## src/rtl/nanov_alu_pkg.sv

```systemverilog
// nanov_alu_pkg: shared types and constants for the nanoV bit-serial ALU.
//   XLEN        operand width in bits
//   alu_op_t    operation codes sampled with start
//   alu_state_t serial sequencer states
//   is_sub()    ops that run the adder as A + ~B + 1
package nanov_alu_pkg;

  localparam int unsigned XLEN = 32;

  typedef enum logic [2:0] {
    ADD    = 3'd0,
    SUB    = 3'd1,
    AND    = 3'd2,
    OR     = 3'd3,
    XOR    = 3'd4,
    SLT    = 3'd5,
    SLTU   = 3'd6,
    PASS_B = 3'd7
  } alu_op_t;

  typedef enum logic {
    S_IDLE = 1'b0,
    S_RUN  = 1'b1
  } alu_state_t;

  function automatic logic is_sub(input alu_op_t op);
    return (op == SUB) || (op == SLT) || (op == SLTU);
  endfunction

endpackage

```

## src/rtl/nanov_serial_addsub.sv

```systemverilog
// nanov_serial_addsub: one-bit full adder with optional B inversion and a carry flop.
//   clk, rst   clock / async active-high reset (carry cleared)
//   en         a bit is consumed this cycle: carry flop captures carry_out
//   load       first bit of an operation: carry-in comes from sub, not the flop
//   sub        invert b and force carry-in 1 on the first bit (A + ~B + 1)
//   a, b       operand bits
//   sum        result bit for the current inputs
//   carry_out  carry out of the current bit
module nanov_serial_addsub (
  input  logic clk,
  input  logic rst,
  input  logic en,
  input  logic load,
  input  logic sub,
  input  logic a,
  input  logic b,
  output logic sum,
  output logic carry_out
);

  logic carry_q;
  logic cin;
  logic b_eff;

  always_comb begin
    b_eff     = b ^ sub;
    cin       = load ? sub : carry_q;
    sum       = a ^ b_eff ^ cin;
    carry_out = (a & b_eff) | (a & cin) | (b_eff & cin);
  end

  always_ff @(posedge clk or posedge rst) begin
    if (rst)     carry_q <= 1'b0;
    else if (en) carry_q <= carry_out;
  end

endmodule

```

## src/rtl/nanov_serial_alu.sv

```systemverilog
// nanov_serial_alu: bit-serial integer ALU, operands streamed LSB first.
//   clk, rst     clock / async active-high reset
//   start        begin operation; bit 0 of operands present this cycle
//   op           operation code, sampled with start
//   hold         pause: nothing consumed, no state change
//   data_rs1/2   operand bits
//   data_rd      result bit for the current inputs (zero latency)
//   data_rd_vld  data_rd is a consumed result bit
//   busy         operation in progress after its first bit
//   done         one-cycle pulse after the last bit is consumed
//   cmp_lt       A<B (signed for SLT, unsigned otherwise), held until next done
//   cmp_eq       A==B, held until next done
module nanov_serial_alu
  import nanov_alu_pkg::*;
#(
  parameter int unsigned XLEN = nanov_alu_pkg::XLEN
) (
  input  logic    clk,
  input  logic    rst,
  input  logic    start,
  input  alu_op_t op,
  input  logic    hold,
  input  logic    data_rs1,
  input  logic    data_rs2,
  output logic    data_rd,
  output logic    data_rd_vld,
  output logic    busy,
  output logic    done,
  output logic    cmp_lt,
  output logic    cmp_eq
);

  localparam int unsigned IDX_W = $clog2(XLEN);

  alu_state_t       state_q, state_d;
  alu_op_t          op_q, op_eff;
  logic [IDX_W-1:0] bit_idx_q;
  logic             idle, consume, last_bit, bit_eq, eq_acc_q;
  logic             sum, carry_out, lt_final;

  assign idle     = (state_q == S_IDLE);
  assign consume  = ((start && idle) || !idle) && !hold;
  // Bit 0 is processed in the start cycle, before op reaches the latch.
  assign op_eff   = idle ? op : op_q;
  assign last_bit = (bit_idx_q == IDX_W'(XLEN - 1));
  assign bit_eq   = ~(data_rs1 ^ data_rs2);

  nanov_serial_addsub u_addsub (
    .clk       (clk),
    .rst       (rst),
    .en        (consume),
    .load      (idle),
    .sub       (is_sub(op_eff)),
    .a         (data_rs1),
    .b         (data_rs2),
    .sum       (sum),
    .carry_out (carry_out)
  );

  always_comb begin
    state_d = state_q;
    case (state_q)
      S_IDLE: if (start && !hold)       state_d = S_RUN;
      S_RUN:  if (consume && last_bit)  state_d = S_IDLE;
      default:                          state_d = S_IDLE;
    endcase
  end

  always_comb begin
    data_rd = 1'b0;
    case (op_eff)
      ADD, SUB: data_rd = sum;
      AND:      data_rd = data_rs1 & data_rs2;
      OR:       data_rd = data_rs1 | data_rs2;
      XOR:      data_rd = data_rs1 ^ data_rs2;
      PASS_B:   data_rd = data_rs2;
      default:  data_rd = 1'b0;
    endcase
  end

  // On the sign bit, differing signs decide directly; otherwise the
  // difference sign does. No carry out of A + ~B + 1 means A < B unsigned.
  always_comb begin
    if (op_eff == SLT) lt_final = (data_rs1 ^ data_rs2) ? data_rs1 : sum;
    else               lt_final = !carry_out;
  end

  always_ff @(posedge clk or posedge rst) begin
    if (rst) begin
      state_q   <= S_IDLE;
      op_q      <= ADD;
      bit_idx_q <= '0;
      eq_acc_q  <= 1'b1;
      cmp_lt    <= 1'b0;
      cmp_eq    <= 1'b0;
      done      <= 1'b0;
    end else begin
      state_q <= state_d;
      done    <= consume && !idle && last_bit;
      if (start && idle && !hold) op_q <= op;
      if (consume) begin
        bit_idx_q <= bit_idx_q + 1'b1;
        if (!idle && last_bit) begin
          cmp_lt   <= lt_final;
          cmp_eq   <= eq_acc_q & bit_eq;
          eq_acc_q <= 1'b1;
        end else begin
          eq_acc_q <= (idle ? 1'b1 : eq_acc_q) & bit_eq;
        end
      end
    end
  end

  assign data_rd_vld = consume;
  assign busy        = !idle;

endmodule

```

## config.mk

```make
export PLATFORM = sky130hd
export DESIGN_NAME = nanov_serial_alu
export DESIGN_NICKNAME = d
export VERILOG_FILES = /design/src/rtl/nanov_alu_pkg.sv /design/src/rtl/nanov_serial_addsub.sv /design/src/rtl/nanov_serial_alu.sv
export SDC_FILE = /design/constraint.sdc
export NUM_CORES = 1
export LEC_CHECK = 0
export BUFFER_PORTS_ARGS = -buffer_cell sky130_fd_sc_hd__buf_4
export CAP_MARGIN = 20
export CORE_MARGIN = 1.5
export CORE_UTILIZATION = 56
export CTS_BUF_LIST = sky130_fd_sc_hd__clkbuf_4
export DETAILED_ROUTE_END_ITERATION = 6
export MAX_ROUTING_LAYER = met4
export PLACE_DENSITY = 0.8
export SYNTH_ARGS = -nofsm -noshare
export SYNTH_HDL_FRONTEND = slang
export SYNTH_HIERARCHICAL = 1
export SYNTH_SLANG_ARGS = --single-unit
```

## constraint.sdc

```tcl
create_clock -name clk -period 2.8 [get_ports clk]
set_input_delay 0 -clock clk [delete_from_list [all_inputs] [get_ports clk]]
set_output_delay 0 -clock clk [all_outputs]
set_load 0.01 [all_outputs]
```

After elaboration in Yosys (flattened, before gate mapping)
Cells that the tools add are included.
{"block": "word_totals", "out_inout_bits": 6, "input_bits": 9, "wordCells": 58, "regBits": 14}
{"block": "classes", "n_eq_ne": 8, "addsub": 1, "n_reduce_logical": 16, "muxes": 10, "bitwise_logic": 15}
{"cell": "== test 3 bit (second input constant)", "n": 4}
{"cell": "logical AND 1 bit", "n": 8}
{"cell": "2-to-1 mux 1 bit", "n": 7}
{"cell": "bitwise AND 1 bit", "n": 6}
{"cell": "== test 3 x 2 -> 1 bit (second input constant)", "n": 2}
{"cell": "adder 5 x 1 -> 5 bit (second input constant)", "n": 1}
{"cell": "== test 5 bit (second input constant)", "n": 1}
{"cell": "case mux 1 bit (5 select lines)", "n": 1}
{"cell": "XOR 1 bit", "n": 4}
{"cell": "== test 3 x 1 -> 1 bit (second input constant)", "n": 1}
{"cell": "zero test 3 bit", "n": 1}
{"cell": "logical OR 1 bit", "n": 3}
{"cell": "2-to-1 mux 3 bit", "n": 1}
{"cell": "OR 1 bit", "n": 3}
{"cell": "zero test 1 bit", "n": 2}
{"cell": "inverter 1 bit", "n": 2}
{"cell": "case mux 1 bit (2 select lines)", "n": 1}
{"cell": "AND reduction 2 bit", "n": 1}
{"cell": "OR reduction 2 bit", "n": 1}

Logic depth before layout (Yosys ltp)
Gate-level depths: netlist of the first run.
{"block": "depth", "word_depth": 10, "depth_mapped": 11, "ltp_nobuf": 10}

Cells and area by module
Netlist of the first run, hierarchy kept.
{"mod": "nanov_serial_alu", "area_per_inst_um2": 716.9, "cells_each": 68, "instances": 1, "seq_area_each_um2": 326.6}
{"mod": "nanov_serial_addsub", "area_per_inst_um2": 87.6, "cells_each": 10, "instances": 1, "seq_area_each_um2": 25.0}

Worst setup path after synthesis of the first run
Ideal clock, no wire load.
{"block": "synth_path", "kind": "flip-flop to flip-flop", "startpoint": "reg state_q, in the netlist busy", "endpoint": "reg cmp_lt", "stages_incl_launch_ff": 12, "path_slack_ns": 0.455, "n_path_buf": 1, "t_arrival_ns": 2.220, "setup_time_ns": 0.125, "required_time_ns": 2.675, "synth_period_minus_slack_ns": 2.345, "path_cell_list": "dfrtp_1 > buf_6 > mux2i_1 > nor2_1 > nand2_1 > nand3_1 > xnor2_1 > fa_1 > inv_1 > mux2i_1 > mux2i_1 > mux2_4"}
{"block": "synth_between", "elab_cells_between_ends": 24, "classes_between": "eq/ne: 3; mux: 4; bitwise: 9; reduce/logical: 8"}
{"element": "start: declaration", "line_no": "nanov_serial_alu.sv:35", "rtl": "alu_state_t state_q, state_d;"}
{"element": "start signal: assignment", "line_no": "nanov_serial_alu.sv:98", "rtl": "state_q <= state_d;"}
{"element": "2-to-1 mux 3 bit", "line_no": "nanov_serial_alu.sv:44", "rtl": "assign op_eff = idle ? op : op_q;"}
{"element": "== test 3 x 1 -> 1 bit / == test 3 bit (equally long branches)", "line_no": "nanov_alu_pkg.sv:27", "rtl": "return (op == SUB) || (op == SLT) || (op == SLTU);"}
{"element": "logical OR 1 bit (2 in a row)", "line_no": "nanov_alu_pkg.sv:27"}
{"element": "XOR 1 bit", "line_no": "nanov_serial_addsub.sv:26", "rtl": "b_eff = b ^ sub;"}
{"element": "XOR 1 bit", "line_no": "nanov_serial_addsub.sv:28", "rtl": "sum = a ^ b_eff ^ cin;"}
{"element": "XOR 1 bit (*)", "line_no": "nanov_serial_addsub.sv:28"}
{"element": "named net sum", "line_no": "nanov_serial_alu.sv:39", "rtl": "logic sum, carry_out, lt_final;"}
{"element": "2-to-1 mux 1 bit (*) (2 in a row)", "line_no": "nanov_serial_alu.sv:84", "rtl": "if (op_eff == SLT) lt_final = (data_rs1 ^ data_rs2) ? data_rs1 : sum;"}
{"element": "end signal: assignment", "line_no": "nanov_serial_alu.sv:104", "rtl": "cmp_lt <= lt_final;"}
{"element": "end: declaration", "line_no": "nanov_serial_alu.sv:29", "rtl": "output logic cmp_lt,"}
Mark *: on every way through the listed nets, which the timed path passes. The rest lies on a longest branch.
A chain may end at the register's enable or synchronous reset.

Worst setup path after layout of the first run
{"block": "layout_path", "startpoint": "reg state_q, in the netlist busy", "endpoint": "out data_rd"}
{"block": "layout_between", "elab_chain_len": 8, "elab_cells_between_ends": 17, "classes_between": "eq/ne: 7; mux: 3; bitwise: 3; reduce/logical: 4"}
{"element": "2-to-1 mux 3 bit", "line_no": "nanov_serial_alu.sv:44"}
{"element": "== test 3 x 1 -> 1 bit / == test 3 bit (equally long branches)", "line_no": "nanov_alu_pkg.sv:27"}
{"element": "logical OR 1 bit (2 in a row)", "line_no": "nanov_alu_pkg.sv:27"}
{"element": "XOR 1 bit", "line_no": "nanov_serial_addsub.sv:26"}
{"element": "XOR 1 bit", "line_no": "nanov_serial_addsub.sv:28"}
{"element": "XOR 1 bit (*)", "line_no": "nanov_serial_addsub.sv:28"}
{"element": "named net sum", "line_no": "nanov_serial_alu.sv:39"}
{"element": "case mux 1 bit (5 select lines) (*)", "line_no": "nanov_serial_alu.sv:71", "rtl": "case (op_eff)"}
{"element": "end: declaration", "line_no": "nanov_serial_alu.sv:25", "rtl": "output logic data_rd,"}
Marks and branches as above.

==> results of run 1 <==
==> final cells by class <==
type,count,area share (%)
Tap cell,15,1.84
Timing Repair Buffer,22,17.7
Sequential cell,14,34.5
Inverter,10,3.69
Multi-Input combinational cell,53,39.7
Clock buffer,3,2.21
Clock inverter,1,0.369
==> state kept, by name, summed over array words and instances, names as in the netlist <==
| signal | flops |
|---|---|
| op_q | 3 |
| bit_idx_q | 5 |
| cmp_lt | 1 |
| eq_acc_q | 1 |
| busy | 1 |
| done | 1 |
| u_addsub/carry_q | 1 |
| cmp_eq | 1 |
==> critical path, delay by kind of cell (launching register included) <==
family                   cells  cell delay, ns
AND/OR/NAND/NOR              3            0.26
flip-flops                   1            0.57
XOR/XNOR                     1            0.23
buffers and inverters        2            0.22
AO/OA/AOI/OAI                1            0.14
multiplexers                 2            0.37
adder cells (fa/ha/maj)      1            0.44
==> metrics by stage <==
| step | setup WS (ns) | std cells | power (mW) |
|---|---|---|---|
| finish | 0.306 | 118 | 0.891 |
| global route | 0.0725 | 118 | 0.965 |
| CTS | 0.298 | 118 | 0.895 |
| detailed placement | 0.386 | 108 | 0.770 |
| global placement | 0.446 | 108 | 0.756 |
| floorplan | 0.455 | 78 | 0.638 |
==> cells in the final DEF, fill, tap and decap left out, types with 3 or more instances in the layout <==
cell           Yosys  routed
nand2_1           10      10
inv_1             10      10
mux2i_1            8       8
a21oi_1            4       4
xnor2_1            4       4
nor2_1             5       5
clkbuf_4           0       3
dlygate4sd3_1      0       6
ha_1               4       4
dfrtp_1           13      13
mux2_2             3       3
buf_4              0      16
==> logic make-up (layout without fill, tap and decap cells) <==
logic type | after synthesis | count (layout) | synth area share, %
simple gates | 23 | 23 | 13.8
flops | 14 | 14 | 43.7
mux | 12 | 12 | 16.0
buf+inv | 11 | 36 | 6.07
compound gates | 9 | 9 | 7.31
fa+ha+maj | 5 | 5 | 8.71
xor+xnor | 4 | 4 | 4.35
==> power by group through the flow <==
stage	clock network [mW]	registers, mW	logic [mW]
after floorplan	0	0.343	0.295
final	0.120	0.353	0.418
after global placement	0	0.354	0.402
after global routing	0.132	0.361	0.472
after CTS	0.121	0.353	0.421
after detailed placement	0	0.357	0.412
==> layer usage <==
layer | track usage [%] | vias up | share of wire [%]
li1 | - | 313 | -
met5 | - | - | 0
met1 | 24.0 | 284 | 46
met4 | 5.00 | 0 | 0
met2 | 34.8 | 11 | 51
met3 | 5.98 | 0 | 3.2
==> worst paths after layout <==
path | from | endpoint | slack, ns
max | busy | data_rd | 0.31
min | rst | u_addsub/carry_q | 0.11
max reg2reg | busy | cmp_lt | 0.39
min reg2reg | bit_idx_q[3] | bit_idx_q[3] | 0.47
max in group asynchronous | rst | eq_acc_q | 2.13
min in group clk | data_rs1 | cmp_lt | 0.20
==> run metrics, run 1 <==
EDFF count, synth 0; ANT nets after route 0; fin crit share between 80% and 90%; initial drt markers 7; most common library cells after synthesis dfrtp_1, inv_1, nand2_1; CTS resizes 0; first-pass GRT wire length roughly 2200 um; Placement Cell Area ~930 sq um; CTS tree done; clk_skew 0.00330 ns; total number of H-tree levels 1; clk root buf clkbuf_4; Die Wd roughly 40 um; initial core utilization approximately 61%; post-synthesis sequential area ratio 43.7%; Max Buffers Root-to-Sink 2; Avg Vias per Cell between 5 and 6; Synth Net Count roughly 90; vias in the first global route between 500 and 600; kind of end point of the critical path output port; final WL 1470 um; Synth area leader dfrtp_1; Psw around 0.32 mW; FP Rows 13; Syn Inst Count 78; P_int roughly 0.57 mW; power per standard cell area between 800 and 900 mW/mm^2; DPL Wire Length roughly 1100 um; Cell Chain, Critical Path mux2i_1 -> nor2_1 -> nand2_1 -> nand3_1 -> xnor2_1 -> fa_1 -> inv_1 -> mux2i_1 -> a21oi_1 -> buf_4; Synth top area share roughly 40%; ANT cells 0; Async SR Flop Fraction 100%; reg2reg path depth 10; 1st-pass router iterations 3; cts hold-fix bufs 6; WP data arrival about 2.5 ns; core area ~0.0013 sq mm; Top FF cell, synth dfrtp_1; Critical Path Source Type flip-flop; hold violation count in the final report 0; top-count cell post-synth dfrtp_1; DIE AREA about 0.0017 sq mm; buffers added on ports 14; P_leak about 0.53 nW; DRC 0; Max VDD drop 572 uV; Req. time, crit path between 2 and 3 ns; Layout Nets 118; WS Path Type flip-flop to output port; ranking of synthesized cells by area dfrtp_1, mux2i_1, ha_1; Area Overhead vs Synth 26.6%; routed len/inst 12.5 um; initial antenna violation count 0; crit-path most repeated cell mux2i_1; post-synthesis cell type count 24; RSZ-0062 raised after global routing no; sequential group share of total power approximately two fifths; Comb pwr share 46.9%; vias post-DR roughly 610; Setup Fix Bufs, Post-CTS 0; worst-margin pin slew about 0.5 ns; maxcap violations 0; Final Max Tran Viols 0; synth warn 6; gr usage total 20.7%; slowest stage cell, crit path dfrtp_1; Netlist Area Pre-Place about 800 sq um; Placer Congestion between 0.7 and 0.8; Sequential Area approximately 350 sq um; outcome completed; Skew-Pair Late Insertion Delay 0.27 ns; Tmin final 2.49 ns; num ports 15; final setup vio count 0; GR Overflow Total 0; worst hold-check path type input port to async pin; worst hold slack approximately 0.11 ns; Clock Pin Slew Worst Setup and Hold Paths about 0.090 ns; Post-Route Utilization 77.3%; largest net degree at the start of global routing 14; Fin Setup TNS 0 ns; Sw Ratio between 30% and 40%; die height 40.9 um; relative slew slack 66.6%; Design Area, Final just over 0.001 sq mm; Crit Path Max Fanout 10; FF+latch count, synth 14; Clock Power Share 13.5%; Layout fillers 87; total CTS buffers 3; area taken by multi-input logic gates 404 sq um; top achievable clock speed between 0.4 and 0.5 GHz; Largest stage delay, worst path between 0.5 and 0.6 ns; CTS sink cnt 14; Avg Inst Size Synth about 10 sq um; ratio of cells with drive above 1 in the final layout around a quarter
No activity file was read; power rests on OpenSTA's default activity.
==> run 2: changes to the inputs <==
- CORE_UTILIZATION: 56 -> 45
- PLACE_DENSITY: 0.8 -> 0.67
==> run metrics, run 2 (same netlist as run 1, synthesis figures left out) <==
vias in the first global route 643 (+17%); Max Buffers Root-to-Sink 2 (unchanged); slowest stage cell, crit path fa_1; final WL 1570 um (+6.4%); initial antenna violation count 0 (unchanged); final setup vio count 0 (unchanged); ratio of cells with drive above 1 in the final layout 28.2% (+1.9 points); vias post-DR 635 (+4.4%); Layout fillers 146 (+68%); worst hold-check path type input port to flip-flop; DPL Wire Length 1200 um (+9.7%); Die Wd 45.3 um (+11%); crit-path most repeated cell mux2i_1; gr usage total 18.9% (-1.7 points); Largest stage delay, worst path 0.47 ns (-0.10 ns); Critical Path Source Type flip-flop; Placement Cell Area 952 sq um (+2.1%); Final Max Tran Viols 0 (unchanged); initial drt markers 5 (-2); Tmin final 2.49 ns (-0.00934 ns); worst slack at placement 0.497 ns (+0.111 ns); FP Rows 15 (+2); ANT cells 0 (unchanged); largest net degree at the start of global routing 14 (unchanged); DRC 0 (unchanged); Skew-Pair Late Insertion Delay 0.27 ns (about the same); top achievable clock speed 0.402 GHz (+0.38%); Placer Congestion 0.764 (+3.5%); initial core utilization 47.1% (-14 points); commonest non-fill, non-tap cell in the layout buf_4; top flop regs bit_idx_q (5), op_q (3); Crit Path Max Fanout 5 (-5); power per standard cell area 894 mW/mm^2 (+2.1%); PnR worst setup slack 0.315 ns (+0.00934 ns); Avg Vias per Cell 4.96 (-3.7%); DIE AREA 0.00205 sq mm (+23%); buffers added on ports 14 (unchanged); P_leak 0.537 nW (+0.57%); Max VDD drop 618 uV (+8.0%); Req. time, crit path 2.80 ns (about the same); maxcap violations 0 (unchanged); Largest Register bit_idx_q; worst-margin pin slew 0.506 ns (+0.00529 ns); total number of H-tree levels 1 (unchanged); num ports 15 (unchanged); RSZ-0062 raised after global routing no; CTS sink cnt 14 (unchanged); kind of end point of the critical path output port; first-pass GRT wire length 2640 um (+22%); 1st-pass router iterations 3 (unchanged); most frequent cells in the layout buf_4, dfrtp_1, nand2_1, inv_1, mux2i_1; clk root buf clkbuf_4; Layout Nets 118 (unchanged); worst hold slack 0.0142 ns (-0.101 ns); hold violation count in the final report 0 (unchanged); max FFs per register 5 (unchanged); Design Area, Final 0.00103 sq mm (+1.4%); GR Overflow Total 0 (unchanged); clk_skew 0.00146 ns (-0.00184 ns); Cell Chain, Critical Path mux2i_1 -> nor2_1 -> nand2_1 -> nand3_1 -> xnor2_1 -> fa_1 -> inv_1 -> mux2i_1 -> a21oi_1 -> buf_4; WP data arrival 2.49 ns (about the same); CTS tree done; Fin Setup TNS 0 ns (unchanged); die height 45.3 um (+11%); Area Overhead vs Synth 28.3%; relative slew slack 66.2% (-0.35 points); Clock Pin Slew Worst Setup and Hold Paths 0.08 ns (about the same); outcome completed; Buf/Inv on CP 2 (unchanged); routed len/inst 12.2 um (-1.9%); WS Path Type flip-flop to output port; core area 0.00171 sq mm (+30%); CP delay by family, top adder cells; total CTS buffers 3 (unchanged); ANT nets after route 0 (unchanged); fin crit share 88.8% (-0.33 points)
==> run 2: cell types whose count changed in the layout (fill, tap and decap cells not counted) <==
cell	change
clkinv_1	-1
buf_4	+1
clkbuf_4	+1
dlygate4sd3_1	-1
==> run 2: area by class of cell <==
cell class                 instances  area, sq um  share of cell area [%]
inverter                          10         37.5                    3.64
multi-input combinational         53          404                    39.2
tap                               25         31.3                    3.03
clock buffer                       4         30.0                    2.91
sequential                        14          352                    34.1
timing repair buffer              22          178                    17.2
==> run 2: per-stage QoR <==
stage                     power, mW  std cells  util (%)
after CTS                     0.923        128      60.4
final                         0.923        128      60.4
after global routing          0.990        128      60.4
after detailed placement      0.787        119      55.8
after global placement        0.767        119      55.8
after floorplan               0.638         78         -
==> run 2: worst paths after layout <==
check	endpoint	cells past startpoint	slack (ns)	startpoint
max	data_rd	10	0.31	busy
min	busy	3	0.01	start
max reg2reg	cmp_lt	10	0.43	busy
min reg2reg	bit_idx_q[3]	1	0.48	bit_idx_q[3]
max in group asynchronous	eq_acc_q	3	2.13	rst
min in group asynchronous	u_addsub/carry_q	3	0.12	rst
==> run 2: routing by layer <==
metal,vias to the layer above,share of wire [%],GRT usage [%]
met3,0,2.2,3.60
met4,0,0,5.29
met5,-,0,-
met2,7,57,34.0
li1,312,-,-
met1,316,41,21.1
==> run 2: timing repair <==
action / CTS / global route
hold endpoints to repair: 18 / 0
resized for setup: 0 / 0
buffers inserted: 0 / 0
hold buffers: 5 / 0
==> run 2: report_power, final <==
group / total [mW] / internal (mW) / leakage, nW / switching (mW)
combinational: 0.445 / 0.233 / 0.350 / 0.212
clock: 0.126 / 0.0648 / 0.0184 / 0.0609
sequential: 0.352 / 0.291 / 0.168 / 0.0615
total: 0.923 / 0.588 / 0.537 / 0.334
==> run 2: worst register-to-register path: stages (launching register included) <==
cell and delay (ns):
dfrtp_1 0.46, mux2i_1 0.32, nor2_1 0.09, nand2_1 0.07, nand3_1 0.11, xnor2_1 0.17, fa_1 0.53, inv_1 0.05
mux2i_1 0.11, mux2i_1 0.08, mux2_4 0.25
